<file path="src/rtl/pool_relu_stream_pkg.sv">
// Shared defaults and pooling-mode encoding for the requantise / ReLU / pooling stage.
package pool_relu_stream_pkg;

    localparam int unsigned DEF_IN_WIDTH   = 24;
    localparam int unsigned DEF_DATA_WIDTH = 8;
    localparam int unsigned DEF_SHIFT      = 8;
    localparam int unsigned DEF_OUT_COLS   = 13;
    localparam int unsigned DEF_POOL_K     = 2;

    typedef enum logic {
        POOL_MAX = 1'b0,
        POOL_AVG = 1'b1
    } pool_mode_e;

endpackage

</file>
<file path="src/rtl/requant_relu.sv">
// Combinational requantiser: arithmetic shift, saturate to signed DATA_WIDTH, then ReLU.
module requant_relu
    import pool_relu_stream_pkg::*;
#(
    parameter int unsigned IN_WIDTH   = DEF_IN_WIDTH,
    parameter int unsigned DATA_WIDTH = DEF_DATA_WIDTH,
    parameter int unsigned SHIFT      = DEF_SHIFT
) (
    input  logic signed [IN_WIDTH-1:0]   i_data,
    output logic        [DATA_WIDTH-1:0] o_relu_c
);

    localparam logic signed [IN_WIDTH-1:0] MAX_POS = IN_WIDTH'((1 << (DATA_WIDTH - 1)) - 1);

    logic signed [IN_WIDTH-1:0] w_q;

    assign w_q = i_data >>> SHIFT;

    // Negative values clamp to zero, so only the positive saturation bound matters.
    always_comb begin
        o_relu_c = '0;
        if (!w_q[IN_WIDTH-1]) begin
            if (w_q > MAX_POS) begin
                o_relu_c = DATA_WIDTH'(MAX_POS);
            end else begin
                o_relu_c = DATA_WIDTH'(w_q);
            end
        end
    end

endmodule

</file>
<file path="src/rtl/pool_relu_stream.sv">
// Streaming requantise + ReLU + POOL_K x POOL_K max/average pooling, one pooled row per window.
module pool_relu_stream
    import pool_relu_stream_pkg::*;
#(
    parameter int unsigned IN_WIDTH   = DEF_IN_WIDTH,
    parameter int unsigned DATA_WIDTH = DEF_DATA_WIDTH,
    parameter int unsigned SHIFT      = DEF_SHIFT,
    parameter int unsigned OUT_COLS   = DEF_OUT_COLS,
    parameter int unsigned POOL_K     = DEF_POOL_K
) (
    input  logic                           clk,
    input  logic                           rst_n,
    input  logic                           clear,
    input  logic                           mode,
    input  logic                           in_valid,
    output logic                           in_ready,
    input  logic signed [IN_WIDTH-1:0]     in_data,
    output logic                           out_valid,
    input  logic                           out_ready,
    output logic [OUT_COLS*DATA_WIDTH-1:0] out_data,
    output logic                           busy
);

    localparam int unsigned IN_COLS = OUT_COLS * POOL_K;
    localparam int unsigned LOG2K   = $clog2(POOL_K);
    localparam int unsigned AVG_SH  = 2 * LOG2K;
    localparam int unsigned ACC_W   = DATA_WIDTH + AVG_SH;
    localparam int unsigned COL_W   = $clog2(IN_COLS);
    localparam int unsigned ROW_W   = LOG2K;

    logic [COL_W-1:0]               r_col_cnt, w_col_nxt;
    logic [ROW_W-1:0]               r_row_cnt, w_row_nxt;
    logic                           r_s1_vld, r_s1_last, r_s1_first, w_s1_vld_nxt;
    logic [DATA_WIDTH-1:0]          r_s1_relu, w_relu;
    logic [COL_W-1:0]               r_s1_col, w_pcol;
    pool_mode_e                     r_mode;
    logic [ACC_W-1:0]               r_acc [OUT_COLS];
    logic [ACC_W-1:0]               w_acc_sel, w_merged;
    logic [OUT_COLS*DATA_WIDTH-1:0] r_out_data, w_out_nxt;
    logic                           r_out_valid, r_busy;
    logic                           w_stall, w_accept, w_retire, w_load;
    logic                           w_in_first, w_in_last, w_busy_nxt;

    requant_relu #(
        .IN_WIDTH   (IN_WIDTH),
        .DATA_WIDTH (DATA_WIDTH),
        .SHIFT      (SHIFT)
    ) u_requant_relu (
        .i_data   (in_data),
        .o_relu_c (w_relu)
    );

    function automatic logic [DATA_WIDTH-1:0] finalise(input logic [ACC_W-1:0] a, input pool_mode_e m);
        return (m == POOL_AVG) ? DATA_WIDTH'(a >> AVG_SH) : DATA_WIDTH'(a);
    endfunction

    // Only a finished window waiting on a full output buffer may block input.
    assign w_stall    = r_s1_vld && r_s1_last && r_out_valid && !out_ready;
    assign in_ready   = !w_stall;
    assign w_accept   = in_valid && !w_stall && !clear;
    assign w_retire   = r_s1_vld && !w_stall;
    assign w_load     = !clear && w_retire && r_s1_last;
    assign w_in_first = (r_col_cnt == '0) && (r_row_cnt == '0);
    assign w_in_last  = (r_col_cnt == COL_W'(IN_COLS - 1)) && (r_row_cnt == ROW_W'(POOL_K - 1));
    assign w_pcol     = r_s1_col >> LOG2K;

    always_comb begin
        w_col_nxt = r_col_cnt;
        w_row_nxt = r_row_cnt;
        if (clear) begin
            w_col_nxt = '0;
            w_row_nxt = '0;
        end else if (w_accept) begin
            if (r_col_cnt == COL_W'(IN_COLS - 1)) begin
                w_col_nxt = '0;
                w_row_nxt = (r_row_cnt == ROW_W'(POOL_K - 1)) ? '0 : r_row_cnt + ROW_W'(1);
            end else begin
                w_col_nxt = r_col_cnt + COL_W'(1);
            end
        end
    end

    always_comb begin
        w_s1_vld_nxt = r_s1_vld;
        if (clear) begin
            w_s1_vld_nxt = 1'b0;
        end else if (w_accept) begin
            w_s1_vld_nxt = 1'b1;
        end else if (w_retire) begin
            w_s1_vld_nxt = 1'b0;
        end
        w_busy_nxt = w_s1_vld_nxt || (w_col_nxt != '0) || (w_row_nxt != '0);
    end

    // Accumulator seen by the S1 element; the first element of a window starts from zero.
    always_comb begin
        w_acc_sel = '0;
        for (int c = 0; c < OUT_COLS; c++) begin
            if (COL_W'(c) == w_pcol) begin
                w_acc_sel = r_acc[c];
            end
        end
        if (r_s1_first) begin
            w_acc_sel = '0;
        end
        if (r_mode == POOL_AVG) begin
            w_merged = w_acc_sel + ACC_W'(r_s1_relu);
        end else begin
            w_merged = (ACC_W'(r_s1_relu) > w_acc_sel) ? ACC_W'(r_s1_relu) : w_acc_sel;
        end
    end

    always_comb begin
        w_out_nxt = '0;
        for (int c = 0; c < OUT_COLS; c++) begin
            w_out_nxt[c*DATA_WIDTH +: DATA_WIDTH] =
                (COL_W'(c) == w_pcol) ? finalise(w_merged, r_mode) : finalise(r_acc[c], r_mode);
        end
    end

    always_ff @(posedge clk or negedge rst_n) begin
        if (!rst_n) begin
            r_col_cnt   <= '0;
            r_row_cnt   <= '0;
            r_s1_vld    <= 1'b0;
            r_s1_last   <= 1'b0;
            r_s1_first  <= 1'b0;
            r_s1_relu   <= '0;
            r_s1_col    <= '0;
            r_mode      <= POOL_MAX;
            r_out_data  <= '0;
            r_out_valid <= 1'b0;
            r_busy      <= 1'b0;
            for (int c = 0; c < OUT_COLS; c++) begin
                r_acc[c] <= '0;
            end
        end else begin
            r_col_cnt <= w_col_nxt;
            r_row_cnt <= w_row_nxt;
            r_s1_vld  <= w_s1_vld_nxt;
            r_busy    <= w_busy_nxt;
            if (clear) begin
                r_mode <= POOL_MAX;
                for (int c = 0; c < OUT_COLS; c++) begin
                    r_acc[c] <= '0;
                end
            end else begin
                if (w_accept) begin
                    r_s1_relu  <= w_relu;
                    r_s1_col   <= r_col_cnt;
                    r_s1_last  <= w_in_last;
                    r_s1_first <= w_in_first;
                    if (w_in_first) begin
                        r_mode <= pool_mode_e'(mode);
                    end
                end
                if (w_retire) begin
                    for (int c = 0; c < OUT_COLS; c++) begin
                        if (r_s1_last) begin
                            r_acc[c] <= '0;
                        end else if (COL_W'(c) == w_pcol) begin
                            r_acc[c] <= w_merged;
                        end
                    end
                end
            end
            if (w_load) begin
                r_out_data  <= w_out_nxt;
                r_out_valid <= 1'b1;
            end else if (out_ready) begin
                r_out_valid <= 1'b0;
            end
        end
    end

    assign out_valid = r_out_valid;
    assign out_data  = r_out_data;
    assign busy      = r_busy;

endmodule

</file>
<file path="config.mk">
export PLATFORM = sky130hd
export DESIGN_NAME = pool_relu_stream
export DESIGN_NICKNAME = d
export VERILOG_FILES = /design/src/rtl/pool_relu_stream_pkg.sv /design/src/rtl/requant_relu.sv /design/src/rtl/pool_relu_stream.sv
export SDC_FILE = /design/constraint.sdc
export NUM_CORES = 1
export LEC_CHECK = 0
export CORE_MARGIN = 5
export CORE_UTILIZATION = 53
export CTS_CLUSTER_DIAMETER = 100
export CTS_CLUSTER_SIZE = 20
export DETAILED_ROUTE_END_ITERATION = 6
export HOLD_SLACK_MARGIN = 0.05
export MAX_ROUTING_LAYER = met4
export PLACE_DENSITY = 0.85
export RECOVER_POWER = 25
export SKIP_LAST_GASP = 1
export SLEW_MARGIN = 20
export SYNTH_ARGS = -nofsm -noshare
export SYNTH_HDL_FRONTEND = slang
export SYNTH_SLANG_ARGS = --single-unit
export TNS_END_PERCENT = 30
</file>
<file path="constraint.sdc">
create_clock -name clk -period 4 [get_ports clk]
set_clock_uncertainty 0.2 [all_clocks]
set_input_delay 0.8 -clock clk [delete_from_list [all_inputs] [get_ports clk]]
set_output_delay 0.8 -clock clk [all_outputs]
set_load 0.01 [all_outputs]
</file>
# Yosys cells after proc, flatten, opt, wreduce, memory -nomap -nowiden
# Index checks and enable logic that the tools add are counted.
# totals
elab_cells,182
output_inout_bits,107
reg_bits,259
# op_classes
bitwise_logic,2
n_eq_ne,13
addsub,3
mux,88
n_lt_le_gt_ge,2
n_reduce_logical,50
# ops
operator,n
2-to-1 mux 10 bit,42
2-to-1 mux 130 bit,2
2-to-1 mux 8 bit,29
nonzero test 3 bit,13
AND reduction 2 bit,15
== test 4 bit (first input constant),5
== test 3 x 4 -> 1 bit (first input constant),4
greater-than comparator 16 x 8 -> 1 bit (second input constant),1
2-to-1 mux 5 bit,3
2-to-1 mux 1 bit,12
adder 10 x 8 -> 10 bit,1
greater-than comparator 8 x 10 -> 1 bit,1
logical AND 1 bit,10
logical NOT 5 bit,2
== test 2 x 4 -> 1 bit (first input constant),2
nonzero test 2 bit,4
adder 5 x 1 -> 5 bit (second input constant),1
== test 5 bit (second input constant),1
nonzero test 5 bit,1
== test 1 x 4 -> 1 bit (first input constant),1
logical NOT 1 bit,3
logical OR 1 bit,2
inverter 1 bit,2
adder 1 bit (second input constant),1

# Depth between registers and ports, before layout
# Gate-level depths: netlist (run 1).
# logic_depth
ltp_word,22
mapped_depth,20
ltp_nobuf,15

# Hierarchy
# From an unflattened synthesis (run 1), not the netlist that was laid out.
# unflattened
cells_unflattened,1576
area_unflattened_um2,14635.3
# by_module_without_submodules
mod,instances,cells_each,seq_area_each_um2,area_each_um2
pool_relu_stream,1,1558,6456.2,14528.9
requant_relu,1,18,0.0,106.4

# Worst setup path before layout (run 1)
# No wires, ideal clock.
# synth_timing
kind,register to register
from,reg r_s1_col[2]
to,reg r_acc[109] (netlist name)
arrival_ns,3.700
path_stages_with_launch,20
required_time_ns,3.675
setup_time_ns,0.125
slack_ns,-0.024
cell_sequence,dfrtp_1 > buf_4 > buf_6 > buf_6 > nor4b_2 > buf_2 > nand2_1 > o221ai_1 > nand3_1 > a31o_2 > ha_1 > nand2b_1 > a21oi_1 > o21ai_0 > a31o_2 > a211o_1 > xnor2_1 > and2_1 > buf_2 > mux2_2
# synth_via
elab_chain_cells,22
# synth_lines
item,line,rtl
start: declaration,pool_relu_stream.sv:35,"logic [COL_W-1:0] r_s1_col, w_pcol;"
start signal: assignment,pool_relu_stream.sv:150,r_s1_col <= r_col_cnt;
logical NOT 5 bit,pool_relu_stream.sv:99,if (COL_W'(c) == w_pcol) begin
2-to-1 mux 10 bit (13 in series),pool_relu_stream.sv:99,
2-to-1 mux 10 bit,pool_relu_stream.sv:103,if (r_s1_first) begin
greater-than comparator 8 x 10 -> 1 bit,pool_relu_stream.sv:109,w_merged = (ACC_W'(r_s1_relu) > w_acc_sel) ? ACC_W'(r_s1_relu) : w_acc_sel;
2-to-1 mux 10 bit,pool_relu_stream.sv:109,
2-to-1 mux 10 bit,pool_relu_stream.sv:106,if (r_mode == POOL_AVG) begin
2-to-1 mux 10 bit,pool_relu_stream.sv:161,end else if (COL_W'(c) == w_pcol) begin
2-to-1 mux 10 bit,pool_relu_stream.sv:159,if (r_s1_last) begin
2-to-1 mux 130 bit,pool_relu_stream.sv:157,if (w_retire) begin
2-to-1 mux 130 bit,pool_relu_stream.sv:142,if (clear) begin
end signal: indexed assignment,pool_relu_stream.sv:162,r_acc[c] <= w_merged;
end: declaration,pool_relu_stream.sv:37,logic [ACC_W-1:0] r_acc [OUT_COLS];
# Parallel ways exist; a longest one is shown, timed or not. The select of a mux whose other input is x is not followed.
# A chain may end at the register's enable or synchronous reset.

# Final worst setup path (run 1)
# layout_timing
from,reg r_s1_col[1]
to,"reg r_out_data[33], in the netlist out_data[33]"
# layout_via
elab_chain_cells,20
# layout_lines
item,line,rtl
logical NOT 5 bit,pool_relu_stream.sv:99,
2-to-1 mux 10 bit (13 in series),pool_relu_stream.sv:99,
2-to-1 mux 10 bit,pool_relu_stream.sv:103,
greater-than comparator 8 x 10 -> 1 bit,pool_relu_stream.sv:109,
2-to-1 mux 10 bit,pool_relu_stream.sv:109,
2-to-1 mux 10 bit,pool_relu_stream.sv:106,
2-to-1 mux 8 bit,pool_relu_stream.sv:54,return (m == POOL_AVG) ? DATA_WIDTH'(a >> AVG_SH) : DATA_WIDTH'(a);
2-to-1 mux 8 bit (*),pool_relu_stream.sv:117,"(COL_W'(c) == w_pcol) ? finalise(w_merged, r_mode) : finalise(r_acc[c], r_mode);"
end signal: assignment,pool_relu_stream.sv:168,r_out_data <= w_out_nxt;
end: declaration,pool_relu_stream.sv:39,"logic [OUT_COLS*DATA_WIDTH-1:0] r_out_data, w_out_nxt;"
# Mark *: on every way between the ends. The rest lies on a longest branch, timed or not.

==> run_results.csv, run 1 <==
group,metric,value,unit
finish,final_cell_area,18900,sq um
finish,final_common_cell,"dfrtp_1",
finish,nets,1855,
yosys,ys_warn_count,0,
detailed_routing,ant_nets,0,
yosys,yosys_register_bits,258,
sta,finalHoldViolCount,0,
floorplanning,die_height,175,microns
floorplanning,start_util,53.7,%
sta,rsz0062_at_grt,"yes",
yosys,synth_area_leaders,"dfrtp_1 (45%), mux2i_1 (7.1%), nand2_1 (4.9%), o21ai_0 (4.8%), o31ai_1 (4.4%)",
clock_tree,clk_pin_slew,90,ps
sta,setup_viol,224,
floorplanning,die_x,175,microns
yosys,synthSimpleGateAreaFrac,13.9,%
clock_tree,cts_tree,"yes",
yosys,synth-xor-area-share,0.545,%
critical_path,arrival,4500,ps
yosys,yosysTopAreaCell,"dfrtp_1",
sta,period_minus_slack,4300,ps
critical_path,path_cells,"buf_12, buf_8, mux2_4, a22oi_1, o221ai_2, nand3_2, a31o_4, ha_4, nor2b_2, o21a_1, o21ai_1, a21oi_2, buf_4, o211a_4, buf_6, a21oi_4, a211oi_4, buf_4, clkbuf_16, o31ai_1",
clock_tree,htreeDepth,1,
yosys,async_flop_share,100,%
detailed_routing,vias,14600,
yosys,synth_top_family_by_area,"compound AO/OA/AOI/OAI gates",
clock_tree,clock_latency,510,ps
floorplanning,rows,60,
critical_path,cp-start-kind,"register",
critical_path,crit_path_top_delay_cell,"dfrtp_4",
critical_path,end_kind,"register",
placement,dpl_worst_slack,-580,ps
sta,final_max_slew_viol_count,84,
job,maxCapViolations,1,
placement,placed_cell_area,17200,sq um
yosys,synth_edf_count,0,
sta,setup_slack,-297,ps
power_and_ir_drop,powerDensity,437,nW/um^2
power_and_ir_drop,p_leak,7.52,nW
yosys,synth_cell_types,82,
yosys,synthMuxAreaShare,9.24,%
sta,max_slew_margin,-49.4,%
yosys,synth_area_per_cell,9.31,sq um
yosys,ys_seq_area_share,44.6,%
global_routing,first_global_vias,14200,
detailed_routing,drt-initial-drc-count,1851,
yosys,synth_fa_ha_area_share,1.87,%
finish,syn_to_final_growth,30.9,%
global_routing,grt_overflow_total,0,
global_routing,grt_pass1_wl,79200,microns
placement,routabilityCongestion,1.02,
clock_tree,cts_buffers,16,
critical_path,cp.required,4200,ps
finish,drive_gt1_share,22.8,%
global_routing,grt_usage,33.3,%
finish,multi_input_area,8070,sq um
sta,fmax,233,MHz
outcome,status,"finished, violations left",
floorplanning,coreArea,27000,sq um
finish,final_cell_mix,"dfrtp_1 (254), nand2_1 (187), buf_4 (187), clkdlybuf4s50_1 (127), o21ai_0 (117)",
sta,worstMarginPinSlew,2240,ps
critical_path,cpMostUsedCell,"buf_4",
clock_tree,cts.path.max_buffers,3,
detailed_routing,wl_per_cell,24.6,microns
floorplanning,dieArea,30700,sq um
finish,regArea,6470,sq um
detailed_routing,routed_via_density,6.80,
clock_tree,clockRootBuffer,"clkbuf_16",
detailed_routing,drc,14,
finish,fillers,1910,
sta,post-route-period-util,107,%
critical_path,criticalPathCategory,"register to register",
yosys,syn_nets,1605,
clock_tree,clock-sinks,258,
finish,final_util,70.3,%
detailed_routing,wirelength,52900,microns
min_path,hold_path_class,"register to register",
placement,dp_hpwl,36000,microns
yosys,netlist_area,14500,sq um
detailed_routing,drtPass1Iterations,7,
global_routing,grt_antenna_before_repair,0,
placement,port_buffers,128,
yosys,yosysTopAreaCellShare,44.6,%
critical_path,max_stage_delay,510,ps
power_and_ir_drop,peakVddDrop,0.000362,V
outcome,violations,"DRC, capacitance limit, slew limit, setup timing",
yosys,ys.flop_type,"dfrtp_1",
floorplanning,design.portCount,137,
yosys,syn_inst,1554,
global_routing,grt_max_degree,84,
critical_path,cp_max_fo,13,
finish,n_antenna_cell,0,
yosys,synth_compound_area_share,24.9,%
-- repair_timing --
| action | in CTS | in global routing |
|---|---|---|
| setup buffers | 21 | 15 |
| hold buffers | 0 | 0 |
| gates resized for setup | 89 | 105 |
| gates cloned | 3 | 4 |
| pin swaps | 37 | 44 |
| endpoints found under the setup margin | 224 | 234 |
-- stage by stage --
step           TNS (ps)  hold slack [ps]  power [mW]  std cells
2_1_floorplan         0              260        4.58       1554
3_3_place_gp     -44420              268        5.77       2086
3_5_place_dp     -58130              279        5.85       2086
4_1_cts           -5100              106        7.82       2130
5_1_grt          -52130              322        8.55       2147
6_report         -28110              296        8.27       2147
-- flip-flops by register name, summed over array words and instances (netlist names) --
| name | flops |
|---|---|
| r_acc | 130 |
| out_data | 104 |
| r_s1_relu | 8 |
| r_col_cnt | 5 |
| r_s1_col | 4 |
| busy | 1 |
| out_valid | 1 |
| r_mode | 1 |
| r_row_cnt | 1 |
| r_s1_first | 1 |
| r_s1_last | 1 |
| r_s1_vld | 1 |
-- cell families (layout without fill, tap and decap cells) --
| logic type | Yosys count | after routing |
|---|---|---|
| and+or+nand+nor | 433 | 433 |
| buffers and inverters | 157 | 409 |
| AOI/OAI and AO/OA | 551 | 551 |
| muxes | 125 | 125 |
| adders and majority gates | 21 | 21 |
| DFF | 258 | 258 |
| xor gates and xnor gates | 9 | 9 |
-- worst max-delay path, delay by kind of cell, from the launching register on --
family | cells | cell delay (ps)
AO/OA/AOI/OAI | 10 | 1740
adder cells (fa/ha/maj) | 1 | 200
buffers and inverters | 6 | 960
flip-flops | 1 | 510
multiplexers | 1 | 300
AND/OR/NAND/NOR | 2 | 260
-- layer usage --
| layer | track usage (%) | wire, microns | vias up |
|---|---|---|---|
| met3 | 6.40 | 5110 | 291 |
| met2 | 52.8 | 25000 | 973 |
| li1 | - | - | 6253 |
| met1 | 41.1 | 19500 | 7075 |
| met5 | - | 0 | - |
| met4 | 16.0 | 3340 | 0 |
-- report_power, final --
part	leakage (nW)	switching, mW	internal [mW]
Clock	0.219	0.886	0.786
Sequential	3.29	0.396	2.93
Combinational	4.01	1.86	1.41
-- synth_stat cells (5+ instances only) --
cell type  number
a31oi_1        54
o31ai_1        84
nand2_1       189
a2111oi_0      15
o21bai_1        6
a21o_1          5
xor2_1          5
mux4_2          5
clkbuf_1       75
dfrtp_1       258
inv_1          25
mux2_2         18
o211ai_1       15
buf_1          18
nand3_1        35
buf_6           8
o21ai_1        21
o21ai_0       138
nand2b_1       11
buf_2          22
a21oi_1       109
o41ai_1        13
nor2b_1        12
mux2i_1       102
nor3_1         70
ha_1           20
a22oi_1        12
o311ai_0       13
o21ai_2        12
o22ai_1         6
nor2_1         74
buf_4           9
-- worst paths after layout --
check	cells after the start	slack, ps	start	to
worst min-delay path	2	300	out_data[22]	out_data[22]
worst max-delay path	20	-300	r_s1_col[1]	out_data[33]
max in group asynchronous	2	740	rst_n	out_data[99]
worst max register to register	20	-300	r_s1_col[1]	out_data[33]
worst min register to register	2	300	out_data[22]	out_data[22]
min in group asynchronous	1	720	rst_n	r_mode
-- final cells by class --
cell class	count	area share, %
clock buffer	20	2.36
inverter	25	0.496
multi-input combinational	1139	42.6
sequential	258	34.1
tap	341	2.25
timing repair buffer	364	18.2
Power figures use the tool's default switching activity.
==> run 2: changes to the inputs <==
--- a/config.mk
+++ b/config.mk
@@ -5,6 +5,7 @@
 export SDC_FILE = /design/constraint.sdc
 export NUM_CORES = 1
 export LEC_CHECK = 0
+export CORE_ASPECT_RATIO = 1.75
 export CORE_MARGIN = 5
 export CORE_UTILIZATION = 53
 export CTS_CLUSTER_DIAMETER = 100
==> constraint.sdc (replaced) <==
create_clock -name clk -period 3.6 [get_ports clk]
set_clock_uncertainty 0.2 [all_clocks]
set_input_delay 0.72 -clock clk [delete_from_list [all_inputs] [get_ports clk]]
set_output_delay 0.72 -clock clk [all_outputs]
set_load 0.01 [all_outputs]
==> run 2 against run 1 <==
Against the previous run:
- the flow finishes with violations (capacitance limit, slew limit, setup timing)
- fmax grew 4.4%
- routed wire length increased by 6.6%
- final area is 5.5% higher
- clock power is 12% higher
- clock-buffer cell count is the same
- combinational power up 27%
- highest routed layer unchanged
==> run_results.csv, run 2 (synthesis gave the netlist of run 1 again) <==
group,metric,value,unit
finish,final_cell_mix,"buf_4 (267), dfrtp_1 (255), nand2_1 (186), clkdlybuf4s50_1 (126), mux2i_1 (101)",
clock_tree,clock_latency,520,ps
power_and_ir_drop,peakVddDrop,0.000618,V
finish,syn_to_final_growth,38.1,%
min_path,hold_path_class,"register to register",
detailed_routing,vias,14800,
critical_path,cp_num_buf_inv,7,
placement,routabilityCongestion,1.04,
global_routing,grt_usage,36.5,%
finish,multi_input_area,8320,sq um
critical_path,arrival,4340,ps
power_and_ir_drop,comb_power_share,43.0,%
detailed_routing,drtPass1Iterations,6,
job,maxCapViolations,1,
critical_path,path_cells,"buf_12, buf_4, buf_4, a21oi_1, buf_4, a32oi_1, a211o_1, a21o_1, ha_4, nand4_1, nor3_2, a21oi_2, buf_4, o211a_4, buf_6, a21boi_4, a211oi_4, clkbuf_4, o31ai_2",
finish,regArea,6460,sq um
clock_tree,cts_tree,"yes",
critical_path,max_stage_delay,510,ps
power_and_ir_drop,p_sw_share,38.0,%
sta,final_max_slew_viol_count,73,
floorplanning,coreArea,27100,sq um
sta,worstMarginPinSlew,1950,ps
sta,finalHoldViolCount,0,
global_routing,grt_antenna_before_repair,0,
clock_tree,cts_buffers,16,
power_and_ir_drop,p_leak,8.11,nW
global_routing,grt_max_degree,85,
critical_path,crit_start,"r_s1_col[1]",
outcome,status,"finished, violations left",
power_and_ir_drop,power.total,9.65,mW
critical_path,cp.required,3820,ps
sta,max_slew_margin,-29.7,%
floorplanning,die_x,135,microns
clock_tree,clk_pin_slew,90,ps
finish,fillers,1901,
power_and_ir_drop,pwr-share-seq,37.6,%
detailed_routing,drc,0,
sta,setup_slack,-515,ps
sta,period_minus_slack,4120,ps
global_routing,first_global_vias,14800,
critical_path,timing.rr.start,"r_s1_col[1]",
placement,dpl_worst_slack,-888,ps
floorplanning,die_height,229,microns
placement,dp_hpwl,40000,microns
clock_tree,clock-sinks,258,
placement,port_buffers,128,
finish,n_antenna_cell,0,
power_and_ir_drop,internal_power,5.98,mW
finish,drive_gt1_share,28.2,%
floorplanning,dieArea,30800,sq um
critical_path,end_kind,"register",
global_routing,grt_pass1_wl,85300,microns
detailed_routing,ant_nets,0,
finish,final_util,73.7,%
finish,final_common_cell,"buf_4",
finish,nets,1940,
clock_tree,htreeDepth,1,
finish,finalNonFillerCells,2260,
finish,final_cell_area,20000,sq um
min_path,hold_start,"out_data[38]",
global_routing,grt_overflow_total,0,
sta,post-route-period-util,114,%
clock_tree,cts.path.max_buffers,3,
outcome,violations,"capacitance limit, slew limit, setup timing",
placement,placed_cells,2209,
floorplanning,rows,80,
sta,setup_viol,234,
floorplanning,design.portCount,137,
critical_path,cpMostUsedCell,"buf_4",
power_and_ir_drop,powerDensity,483,nW/um^2
critical_path,crit_path_top_delay_cell,"dfrtp_4",
finish,largest_register_ffs,130,
detailed_routing,wl_per_cell,25.0,microns
detailed_routing,drt-initial-drc-count,1579,
detailed_routing,wirelength,56400,microns
clock_tree,clockRootBuffer,"clkbuf_16",
sta,hold_ws,294,ps
finish,largest_register,"r_acc",
critical_path,criticalPathCategory,"register to register",
sta,rsz0062_at_grt,"yes",
critical_path,cp_max_fo,11,
floorplanning,start_util,53.3,%
power_and_ir_drop,pwr-share-clk,19.4,%
sta,fmax,243,MHz
critical_path,cpLargestDelayFamily,"compound AO/OA/AOI/OAI gates",
placement,placed_cell_area,18300,sq um
detailed_routing,routed_via_density,6.57,
power_and_ir_drop,p_switching,3.67,mW
critical_path,cp-start-kind,"register",
sta,finalSetupTns,-95260,ps
critical_path,rrSetupSlack,-520,ps
run 2: path summary, 6_finish.rpt:
| kind | endpoint | depth (start not counted) |
|---|---|---|
| worst max-delay path | r_acc[70] | 19 |
| worst min-delay path | out_data[38] | 2 |
| worst max register to register | r_acc[70] | 19 |
| worst min register to register | out_data[38] | 2 |
| max in group asynchronous | out_data[34] | 3 |
| min in group asynchronous | busy | 2 |
run 2: cell type report:
class	instances	share of cell area, %
inverter	25	0.470
sequential	258	32.3
tap	369	2.31
multi-input combinational	1139	41.6
clock buffer	20	2.24
timing repair buffer	449	21.0
run 2: per-layer routing:
layer  wire [microns]  vias to the layer above  global-route usage, %  part of all wire (%)
met2            27800                      938                   60.2                    49
li1                 -                     6440                      -                     -
met5                0                        -                      -                     0
met4             4620                        0                   23.2                   8.2
met3             4010                      273                   3.52                   7.1
met1            20000                     7186                   42.4                    35
run 2: worst register-to-register path, delay by kind of cell, from the launching register on:
family / cells / cell delay, ps
flops: 1 / 510
compound gates: 9 / 1600
buf+inv: 7 / 1100
simple gates: 2 / 300
fa+ha+maj: 1 / 300
run 2: timing repair:
item,in CTS,in global routing
resized for setup,131,89
endpoints found under the setup margin,234,234
hold buffers,1,0
endpoints found under the hold margin,70,0
gates cloned,6,1
setup buffers,25,3
pin swaps,46,44
run 2: power by group through the flow:
stage	registers [mW]	logic [mW]	clock network (mW)
floorplan	3.59	1.57	0
global placement	3.65	3.23	0
detailed placement	3.66	3.29	0
CTS	3.60	3.90	1.89
global route	3.65	4.31	2.00
finish	3.63	4.15	1.87
==> run 3: changes to the inputs <==
--- a/config.mk
+++ b/config.mk
@@ -8,7 +8,6 @@
 export CORE_ASPECT_RATIO = 1.75
 export CORE_MARGIN = 5
 export CORE_UTILIZATION = 53
-export CTS_CLUSTER_DIAMETER = 100
 export CTS_CLUSTER_SIZE = 20
 export DETAILED_ROUTE_END_ITERATION = 6
 export HOLD_SLACK_MARGIN = 0.05
==> run 3 against run 2 <==
Against the previous run:
- the run still ends with capacitance limit, slew limit, setup timing left
- non-clock buffer count up 3
- clock-buffer cell count rose by 9
- critical path depth increased by 1
- highest routed layer unchanged
- register-to-register slack worse by 20 ps
- clock power is 48% higher
- power rose by 10%
- routed wire length up 3.0%
- worst hold slack worse by 0.98 ps
- sequential share of layout area is 0.76 points lower
- worst setup slack worse by 16 ps
- via count increased by 2.3%
- first-iteration DRC count increased by 12%
- critical endpoint is now out_data[32]
==> run_results.csv, run 3 (synthesis gave the netlist of run 1 again) <==
group,metric,value,unit
finish,n_antenna_cell,0,
detailed_routing,ant_nets,0,
finish,final_cell_mix,"buf_4 (267), dfrtp_1 (255), nand2_1 (187), clkdlybuf4s50_1 (126), mux2i_1 (101)",
power_and_ir_drop,peakVddDrop,0.000368,V
critical_path,ff2ff_path_depth,20,
critical_path,r2r_end,"out_data[32]",
global_routing,first_global_vias,15300,
detailed_routing,drtPass1Iterations,6,
finish,fillers,1791,
power_and_ir_drop,p_leak,8.30,nW
outcome,violations,"capacitance limit, slew limit, setup timing",
detailed_routing,wl_per_cell,25.4,microns
detailed_routing,wirelength,58100,microns
floorplanning,dieArea,30800,sq um
global_routing,grt_busiest_layer,"met2",
finish,final_util,75.4,%
min_path,hold_path_depth,2,
critical_path,path_cells,"buf_12, buf_6, nor4b_4, buf_4, nand2_1, o221ai_1, buf_4, a32oi_1, a31o_2, ha_4, o21a_1, o21ai_2, a21oi_4, o211a_4, buf_6, a21boi_4, buf_12, buf_4, a2111oi_2, o21ai_1",
critical_path,cp_num_buf_inv,7,
sta,finalHoldViolCount,0,
critical_path,timing.rr.start,"r_s1_col[1]",
critical_path,max_stage_delay,500,ps
sta,worstMarginPinSlew,1970,ps
floorplanning,die_height,229,microns
finish,largest_register_ffs,130,
finish,final_cell_area,20500,sq um
finish,drive_gt1_share,29.6,%
placement,routabilityCongestion,1.04,
floorplanning,design.portCount,137,
critical_path,arrival,4380,ps
floorplanning,start_util,53.3,%
critical_path,rrSetupSlack,-530,ps
power_and_ir_drop,powerDensity,519,nW/um^2
critical_path,cpLargestDelayFamily,"compound AO/OA/AOI/OAI gates",
detailed_routing,drc,0,
sta,hold_ws,293,ps
clock_tree,cts_tree,"yes",
sta,finalSetupTns,-97550,ps
critical_path,cp_max_fo,10,
finish,finalNonFillerCells,2289,
sta,max_slew_margin,-31.3,%
clock_tree,cts_buffers,25,
finish,largest_register,"r_acc",
job,maxCapViolations,1,
global_routing,grt_pass1_wl,87200,microns
floorplanning,rows,80,
placement,port_buffers,128,
floorplanning,die_x,135,microns
global_routing,grt_use_met3,4.32,%
critical_path,cp.required,3840,ps
min_path,hold_path_class,"register to register",
critical_path,cp-start-kind,"register",
detailed_routing,routed_via_density,6.63,
sta,setup_slack,-532,ps
finish,nets,1952,
placement,dp_hpwl,40000,microns
critical_path,crit_path_top_delay_cell,"dfrtp_4",
global_routing,grt_max_degree,85,
clock_tree,clock_latency,570,ps
global_routing,grtUsageMet2,61.3,%
global_routing,grt_antenna_before_repair,0,
finish,multi_input_area,8350,sq um
floorplanning,coreArea,27100,sq um
sta,period_minus_slack,4130,ps
detailed_routing,drt-initial-drc-count,1769,
min_path,hold_start,"out_data[41]",
clock_tree,cts.path.max_buffers,3,
sta,fmax,242,MHz
clock_tree,clockRootBuffer,"clkbuf_16",
sta,post-route-period-util,115,%
global_routing,grt_overflow_total,0,
sta,setup_viol,234,
global_routing,grt_usage,37.2,%
critical_path,end_kind,"register",
outcome,status,"finished, violations left",
placement,placed_cells,2209,
placement,placed_cell_area,18300,sq um
min_path,hold_end,"out_data[41]",
critical_path,cpMostUsedCell,"buf_4",
sta,final_max_slew_viol_count,72,
finish,final_common_cell,"buf_4",
global_routing,gr-usage-met1,42.9,%
detailed_routing,vias,15200,
sta,rsz0062_at_grt,"yes",
clock_tree,htreeDepth,1,
clock_tree,clock-sinks,258,
finish,regArea,6460,sq um
finish,syn_to_final_growth,41.4,%
critical_path,criticalPathCategory,"register to register",
clock_tree,clk_pin_slew,70,ps
run 3: repair_timing:
item | CTS | global route
pin swaps | 39 | 23
gates resized for setup | 118 | 104
endpoints found under the setup margin | 234 | 234
hold buffers | 1 | 0
gates cloned | 4 | 2
buffers inserted | 24 | 7
endpoints found under the hold margin | 70 | 0
run 3: metrics by stage:
step / setup slack [ps] / total power [mW]
after CTS: -497 / 10.1
after detailed placement: -888 / 6.95
after floorplan: -166 / 5.17
after global routing: -651 / 10.9
final: -532 / 10.6
after global placement: -829 / 6.88
run 3: report_power, final:
part           switching, mW  internal [mW]  total, mW  leakage [nW]
combinational           2.34           1.88       4.22          4.60
clock                   1.27           1.49       2.77         0.405
sequential             0.373           3.26       3.64          3.30
total                   3.99           6.63       10.6          8.30
run 3: layer usage:
| layer | routed length, microns | vias to the layer above |
|---|---|---|
| li1 | - | 6475 |
| met1 | 20000 | 7362 |
| met2 | 28500 | 1039 |
| met3 | 4590 | 304 |
| met4 | 4990 | 0 |
| met5 | 0 | - |
run 3: worst max-delay path by stage:
stage,startpoint,endpoint,cells after the start
floorplan,r_s1_col[1],out_data[14],19
global placement,r_s1_col[1],out_data[28],13
detailed placement,r_s1_col[1],out_data[68],15
CTS,r_s1_col[1],out_data[54],18
global route,r_s1_col[1],out_data[62],18
finish,r_s1_col[1],out_data[32],20
run 3: tightest hold or removal path, stage by stage, from the launching register on:
cell	delay, ps
dfrtp_1	340
a21oi_1	60
o31ai_1	60
run 3: final cells by class:
class	count	area share (%)
Clock buffer	29	3.23
Tap cell	369	2.26
Inverter	25	0.459
Sequential cell	258	31.6
Timing Repair Buffer	452	20.8
Multi-Input combinational cell	1139	40.8
Clock inverter	17	0.893
